## src/rtl/mem_arbiter_pkg.sv

```systemverilog
// rtl/mem_arbiter_pkg.sv - shared encodings for the memory arbiter
package mem_arbiter_pkg;

  localparam int AddrLen = 32;
  localparam int InstLen = 32;

  typedef enum logic [1:0] {
    STAT_IDLE = 2'b00,
    STAT_BUSY = 2'b01,
    STAT_DONE = 2'b10
  } status_e;

  localparam logic [1:0] W_BYTE = 2'd0;
  localparam logic [1:0] W_HALF = 2'd1;
  localparam logic [1:0] W_WORD = 2'd2;

  typedef enum logic [1:0] {S_IDLE, S_RD, S_WR, S_DONE} state_e;

  typedef enum logic {OWN_IF, OWN_MEM} owner_e;

  // Width code 3 is illegal and deliberately falls through to a word transfer.
  function automatic logic [2:0] width_len(input logic [1:0] width);
    case (width)
      W_BYTE:  return 3'd1;
      W_HALF:  return 3'd2;
      default: return 3'd4;
    endcase
  endfunction

endpackage

```

## src/rtl/mem_byte_seq.sv

```systemverilog
// rtl/mem_byte_seq.sv - issue/capture counters and little-endian assembly for one transfer
module mem_byte_seq
  import mem_arbiter_pkg::*;
#(
  parameter int ADDR_W = 17
) (
  input  logic               clk,
  input  logic               rst,
  input  logic               start,
  input  logic [ADDR_W-1:0]  start_addr,
  input  logic [2:0]         start_len,
  input  logic               run,
  input  logic               rd,
  input  logic [7:0]         din,
  output logic [ADDR_W-1:0]  issue_addr,
  output logic [1:0]         issue_idx,
  output logic               issue_left,
  output logic               cap_ready,
  output logic               cap_last,
  output logic [InstLen-1:0] assembled
);

  logic [ADDR_W-1:0]  base;
  logic [2:0]         len;
  logic [2:0]         i;
  logic [1:0]         j;
  logic               cap_en;
  logic [InstLen-1:0] buffer;

  // The first address goes out on the start edge, so i starts at 1 and the
  // first returning byte is one cycle behind the first RD cycle.
  always_ff @(posedge clk or posedge rst) begin
    if (rst) begin
      base   <= '0;
      len    <= '0;
      i      <= '0;
      j      <= '0;
      cap_en <= 1'b0;
      buffer <= '0;
    end else if (start) begin
      base   <= start_addr;
      len    <= start_len;
      i      <= 3'd1;
      j      <= 2'd0;
      cap_en <= 1'b0;
      buffer <= '0;
    end else if (run) begin
      if (i < len) i <= i + 3'd1;
      cap_en <= rd;
      if (rd && cap_en) begin
        buffer <= assembled;
        j      <= j + 2'd1;
      end
    end
  end

  assign issue_addr = base + ADDR_W'(i);
  assign issue_idx  = i[1:0];
  assign issue_left = (i < len);
  assign cap_ready  = cap_en;
  assign cap_last   = (({1'b0, j} + 3'd1) == len);
  assign assembled  = buffer | (InstLen'(din) << {j, 3'b000});

endmodule

```

## src/rtl/mem_arbiter.sv

```systemverilog
// rtl/mem_arbiter.sv - single-port byte RAM arbiter between instruction fetch and memory access
module mem_arbiter
  import mem_arbiter_pkg::*;
#(
  parameter int ADDR_W = 17
) (
  input  logic               clk,
  input  logic               rst,
  input  logic               if_req,
  input  logic [AddrLen-1:0] if_addr,
  input  logic               if_abort,
  output logic [1:0]         if_status,
  output logic [InstLen-1:0] if_data,
  input  logic               mem_req,
  input  logic               mem_we,
  input  logic [1:0]         mem_width,
  input  logic [AddrLen-1:0] mem_addr,
  input  logic [31:0]        mem_wdata,
  output logic [1:0]         mem_status,
  output logic [31:0]        mem_rdata,
  output logic [ADDR_W-1:0]  ram_addr,
  output logic               ram_wr,
  output logic [7:0]         ram_dout,
  input  logic [7:0]         ram_din
);

  state_e             state;
  owner_e             owner;
  logic [31:0]        wdata;
  logic               start;
  logic               start_we;
  logic [ADDR_W-1:0]  start_addr;
  logic [2:0]         start_len;
  logic               run;
  logic               rd;
  logic               abort;
  logic [ADDR_W-1:0]  issue_addr;
  logic [1:0]         issue_idx;
  logic               issue_left;
  logic               cap_ready;
  logic               cap_last;
  logic [InstLen-1:0] assembled;
  logic               unused_addr_hi;

  // MEM has fixed priority; IF only starts when MEM is quiet and no redirect is pending.
  always_comb begin
    start      = 1'b0;
    start_we   = 1'b0;
    start_addr = mem_addr[ADDR_W-1:0];
    start_len  = width_len(mem_width);
    if (state == S_IDLE) begin
      if (mem_req) begin
        start    = 1'b1;
        start_we = mem_we;
      end else if (if_req && !if_abort) begin
        start      = 1'b1;
        start_addr = if_addr[ADDR_W-1:0];
        start_len  = 3'(InstLen / 8);
      end
    end
  end

  assign run            = (state == S_RD) || (state == S_WR);
  assign rd             = (state == S_RD);
  assign abort          = rd && (owner == OWN_IF) && if_abort;
  assign unused_addr_hi = ^{if_addr[AddrLen-1:ADDR_W], mem_addr[AddrLen-1:ADDR_W]};

  mem_byte_seq #(.ADDR_W(ADDR_W)) u_seq (
    .clk        (clk),
    .rst        (rst),
    .start      (start),
    .start_addr (start_addr),
    .start_len  (start_len),
    .run        (run),
    .rd         (rd),
    .din        (ram_din),
    .issue_addr (issue_addr),
    .issue_idx  (issue_idx),
    .issue_left (issue_left),
    .cap_ready  (cap_ready),
    .cap_last   (cap_last),
    .assembled  (assembled)
  );

  always_ff @(posedge clk or posedge rst) begin
    if (rst) begin
      state      <= S_IDLE;
      owner      <= OWN_IF;
      wdata      <= '0;
      if_status  <= STAT_IDLE;
      mem_status <= STAT_IDLE;
      if_data    <= '0;
      mem_rdata  <= '0;
      ram_addr   <= '0;
      ram_wr     <= 1'b0;
      ram_dout   <= '0;
    end else begin
      case (state)
        S_IDLE: begin
          if (start) begin
            owner    <= mem_req ? OWN_MEM : OWN_IF;
            state    <= start_we ? S_WR : S_RD;
            wdata    <= mem_wdata;
            ram_addr <= start_addr;
            ram_wr   <= start_we;
            if (start_we) ram_dout <= mem_wdata[7:0];
            if (mem_req) mem_status <= STAT_BUSY;
            else         if_status  <= STAT_BUSY;
          end
        end
        S_RD: begin
          if (abort) begin
            state     <= S_IDLE;
            if_status <= STAT_IDLE;
          end else begin
            if (issue_left) ram_addr <= issue_addr;
            if (cap_ready && cap_last) begin
              state <= S_DONE;
              if (owner == OWN_MEM) begin
                mem_status <= STAT_DONE;
                mem_rdata  <= assembled;
              end else begin
                if_status <= STAT_DONE;
                if_data   <= assembled;
              end
            end
          end
        end
        S_WR: begin
          if (issue_left) begin
            ram_addr <= issue_addr;
            ram_dout <= wdata[{issue_idx, 3'b000} +: 8];
          end else begin
            ram_wr     <= 1'b0;
            state      <= S_DONE;
            mem_status <= STAT_DONE;
          end
        end
        default: begin
          state      <= S_IDLE;
          if_status  <= STAT_IDLE;
          mem_status <= STAT_IDLE;
          ram_wr     <= 1'b0;
        end
      endcase
    end
  end

endmodule

```

## config.mk

```make
export PLATFORM = sky130hd
export DESIGN_NAME = mem_arbiter
export DESIGN_NICKNAME = d
export VERILOG_FILES = /design/src/rtl/mem_arbiter_pkg.sv /design/src/rtl/mem_byte_seq.sv /design/src/rtl/mem_arbiter.sv
export SDC_FILE = /design/constraint.sdc
export NUM_CORES = 1
export LEC_CHECK = 0
export BUFFER_PORTS_ARGS = -buffer_cell sky130_fd_sc_hd__buf_2
export CORE_ASPECT_RATIO = 0.7
export CORE_MARGIN = 2
export CORE_UTILIZATION = 50
export DETAILED_ROUTE_END_ITERATION = 16
export GPL_ROUTABILITY_DRIVEN = 0
export GPL_TIMING_DRIVEN = 0
export PLACE_DENSITY = 0.74
export RECOVER_POWER = 50
export SLEW_MARGIN = 20
export SYNTH_ARGS = -nofsm -noshare
export SYNTH_HDL_FRONTEND = slang
export SYNTH_SLANG_ARGS = --single-unit
```

## constraint.sdc

```tcl
create_clock -name clk -period 9.5 [get_ports clk]
set_input_delay 0.475 -clock clk [delete_from_list [all_inputs] [get_ports clk]]
set_output_delay 0.475 -clock clk [all_outputs]
set_load 0.05 [all_outputs]
```

# Word level (Yosys, flattened, before mapping)
# Cells that the tools add are included.
# W data, S select, Z words.
# totals
in_bits	112
out_inout_bits	94
ff_bits	187
# op_classes
n_eq_ne	15
n_reduce_logical	25
muxes	54
n_shift	2
add_sub_neg	4
bitwise	5
n_lt_le_gt_ge	1
# ops
operator	count
$mux W17	6
$mux W32	3
$pmux W17 S3	1
$mux W2	19
$or A32 B32 Y32	1
$shiftx A32 B6 Y8	1
$shl A8 B5 Y32	1
$mux W8	3
$mux W3	6
$pmux W2 S3	3
$add A17 B3 Y17	1
$ne A2 B2 Y1 const B	8
$pmux W8 S2	1
$reduce_and A4 Y1	3
$mux W1	10
$reduce_and A3 Y1	3
$reduce_bool A2 Y1	4
$pmux W3 S2	1
$reduce_and A2 Y1	3
$reduce_and A6 Y1	1
$logic_and A1 B1 Y1	5
$reduce_and A5 Y1	1
$eq A2 B1 Y1 const B	2
$logic_not A2 Y1	2
14 further kinds	17

# Logic depth before layout (Yosys ltp)
# logic_depth
word_depth	7
mapped_depth	10
mapped_depth_nobuf	7

# Modules after synthesis
# Synthesis repeated with hierarchy kept, for this count alone.
# hier_totals
hier_cells	744
hier_area_um2	8853.5
# by_module_without_submodules
mod	n_inst	seq_area_each_um2	cells_each	area_each_um2
mem_arbiter	1	3228.1	399	5745.5
mem_byte_seq	1	1451.4	345	3108.0

# Worst setup path after synthesis
# No wires, ideal clock.
# synth_path
path_kind	register to register
from	register state[0]
to	register ram_addr[12]
slack_ns	7.365
setup_time_ns	0.125
synth_period_minus_slack_ns	2.135
path_stages_with_launch	8
arrival_ns	2.010
cell_sequence	dfrtp_1 > inv_1 > ha_1 > clkbuf_1 > clkinv_1 > o2111ai_1 > buf_2 > mux2_2
# synth_via
elab_chain_cells	5
word_cells_on_any_way	13
cone_classes	eq/ne: 4; mux: 4; reduce/logical: 5
# synth_lines
element	line	source
from (decl)	mem_arbiter.sv:27	state_e state;
from (signal assigned)	mem_arbiter.sv:102	state <= start_we ? S_WR : S_RD;
$eq A2 B1 Y1	mem_arbiter.sv:64, mem_arbiter.sv:98	
$logic_and A1 B1 Y1 (2 in series)	mem_arbiter.sv:65	assign abort = rd && (owner == OWN_IF) && if_abort;
$ne A2 B2 Y1 (no source line)	--	
$reduce_and A3 Y1 (no source line)	--	
to (signal assigned)	mem_arbiter.sv:104	ram_addr <= start_addr;
to (signal assigned)	mem_arbiter.sv:116	if (issue_left) ram_addr <= issue_addr;
to (signal assigned)	mem_arbiter.sv:131	ram_addr <= issue_addr;
to (decl)	mem_arbiter.sv:21	output logic [ADDR_W-1:0] ram_addr,
# Parallel ways exist; a longest one is shown, timed or not. The select of a mux whose other input is x is not followed.
# A chain may end at the register's enable or synchronous reset.

==> metrics <==
drt first-iter violations 547; Slowest cell on crit path clkinvlp_2; Syn Area/Cell 9.72 um^2; Max Fclk 0.293 GHz; Post-CTS Resized 0; Worst Path Arrival 3.16 ns; Netlist cell types 51; crit-path cells buf_2 -> clkinvlp_2; status finished, violations left; CP startpoint kind primary input; synthesized area 0.00829 mm^2; post-synthesis sequential area ratio 0.565; Post-synth EDFFs 0; max_slew headroom -2.02; Post-Synthesis Cells 852; Layout Cells excl Fill 1,277; number of H-tree levels 4; Post-Route Setup TNS 0 ns; PwrDens 366 mW/mm^2; commonest non-fill, non-tap cell in the layout dfrtp_1; n_diodes 0; Layout area overhead 20.5%; Setup crit end kind async pin; family with the most delay on the worst path buffers and inverters; Worst Tran Pin Value 4.51 ns; Num CTS Buffers 17; Post-CTS Hold Buffers 0; failing checks max-capacitance violations, max-slew violations; Post-synth top flop dfrtp_1; # fillers 1,439; Async S/R FF share, synth 1.00; post-place setup slack 6.85 ns; Tcrit/Tclk final 0.360; HP Class primary input to flop; gr usage total 0.259; # nets final 1,165; via total after detailed routing 6,885; crit path time final 3.42 ns; WHS Endpoint wdata[26]$_DFFE_PP0P_; post-CTS setup buffers 0; largest area contributor in the netlist dfrtp_1; Final Max Slew Viols 101; antenna violations before repair 0; critical path type primary input to async pin; worst r2r src state[0]$_DFFE_PP0P_; share of layout cells above drive strength 1 0.183; DIE WIDTH 158 um; post-DR wirelength/cell 16.9 um; Synth top area share 0.565; Root Buffer clkbuf_16; worst min-delay path startpoint mem_wdata[26]; Boundary Pins 206; Synth area leaders dfrtp_1 (56%), nand2_1 (8.2%), a21oi_1 (7.1%); CP bufs+invs 2; R2R depth 7; vias in the first global route 6,662; Fin Clk Skew 0.0115 ns; total gr overflow 0; Via density 5.39; Mapped Nets 978; Hold Vio Cnt, Final 0; #FFs+latches synth 187; die height 112 um; Finish-stage setup viols 0; Power Total 3.65 mW; most frequent cells in the layout dfrtp_1 (187), nand2_1 (180), buf_2 (132); clk_lat worst skew 0.44 ns; Max stage delay on crit path 2.50 ns; largest fanout on the critical path 101; dpl cells 1,245; leak pwr 4.63 nW; initial core utilization 0.510; post-route DRC violation count 0; RSZ-0062 raised after global routing no; die area 0.0176 mm^2; antenna viol nets, final 0; Max-Cap Viols 1; r2r endpoint u_seq.buffer[13]$_DFFE_PP0P_; CTS Buffer Depth 2; Worst Hold Path Cells 3; final wirelength 21.6 mm; peak supply drop 0.163 mV; hpwl dp 15.2 mm; CTS tree yes; Core Area 0.0162 mm^2; setup slack after layout 6.08 ns; Syn. warnings 0; port bufs 167; first-pass GRT wire length 35.1 mm; DR pass1 iterations 5; Clock transition at path regs 0.07 ns; Sink Count 187; row count 39; R2R setup slack 6.84 ns; worst endpoint required time 9.24 ns; largest net degree at the start of global routing 102
-- cell type report --
type	instances	area, um^2	area share
Sequential cell	187	4680	0.469
Multi-Input combinational cell	597	3310	0.332
Timing Repair Buffer	168	806	0.0807
Clock buffer	23	478	0.0479
Tap cell	225	282	0.0282
Buffer	57	250	0.0251
Clock inverter	9	135	0.0135
Inverter	11	42.5	0.00426
-- power breakdown --
| group | total (mW) | internal, mW | switching, mW |
|---|---|---|---|
| logic | 1.67 | 0.511 | 1.16 |
| registers | 1.24 | 1.07 | 0.172 |
| clock network | 0.742 | 0.437 | 0.305 |
-- cells by family (layout without fill, tap and decap cells) --
kind of cell	after synthesis	after routing	share of synthesized area
flip-flops	187	187	0.565
XOR/XNOR	14	14	0.0148
adder cells (fa/ha/maj)	14	14	0.0220
AO/OA/AOI/OAI	204	204	0.133
buffers and inverters	68	268	0.0353
multiplexers	47	47	0.0708
AND/OR/NAND/NOR	318	318	0.160
-- state kept, by name (all words and copies together), names as in the netlist --
signal,count
u_seq.cap_ready,1
wdata,32
state,2
u_seq.base,17
ram_addr,17
ram_dout,8
u_seq.i,3
mem_rdata,32
u_seq.j,2
if_status,2
u_seq.buffer,32
ram_wr,1
u_seq.len,3
mem_status,2
if_data,32
owner,1
-- worst max path at each step --
| stage | from | to | cells past startpoint |
|---|---|---|---|
| 2_1_floorplan | rst | if_data[0]$_DFFE_PP0P_ | 1 |
| 3_3_place_gp | rst | wdata[26]$_DFFE_PP0P_ | 2 |
| 3_5_place_dp | state[0]$_DFFE_PP0P_ | ram_addr[2]$_DFFE_PP0P_ | 7 |
| 4_1_cts | state[0]$_DFFE_PP0P_ | ram_addr[2]$_DFFE_PP0P_ | 7 |
| 5_1_grt | rst | wdata[0]$_DFFE_PP0P_ | 2 |
| 6_report | rst | wdata[0]$_DFFE_PP0P_ | 2 |
-- routing by layer --
metal  wire, um  GRT usage  part of all wire
met5          0          0                 0
met4        247     0.0655             0.011
met3       1720     0.0638             0.080
met2       8860      0.354              0.41
met1      10700      0.411              0.50
-- stage by stage --
stage	utilization	cell area, um^2	hold WS [ns]
finish	0.615	9990	0.226
global route	0.615	9990	0.220
CTS	0.619	10100	0.194
detailed placement	0.581	9440	0.461
global placement	0.579	9400	0.455
floorplan	-	8290	0.440
-- synth_stat cells (3+ instances only) --
| library cell | count |
|---|---|
| nand2b_1 | 3 |
| o31ai_1 | 4 |
| nand2_1 | 180 |
| o31a_1 | 3 |
| nand4_1 | 5 |
| mux2_2 | 13 |
| buf_1 | 13 |
| a21o_1 | 3 |
| clkbuf_1 | 26 |
| xor2_1 | 6 |
| nor2b_1 | 6 |
| o21ai_0 | 31 |
| o21ai_1 | 31 |
| and3_1 | 3 |
| a21oi_1 | 118 |
| xnor2_1 | 8 |
| and2_1 | 4 |
| buf_4 | 6 |
| ha_1 | 13 |
| buf_2 | 12 |
| dfrtp_1 | 187 |
| mux4_2 | 8 |
| nor3_1 | 6 |
| nor2_1 | 87 |
| nand3_1 | 10 |
| inv_1 | 10 |
| mux2i_1 | 26 |
Note: power is estimated with default switching activity, not from simulation.
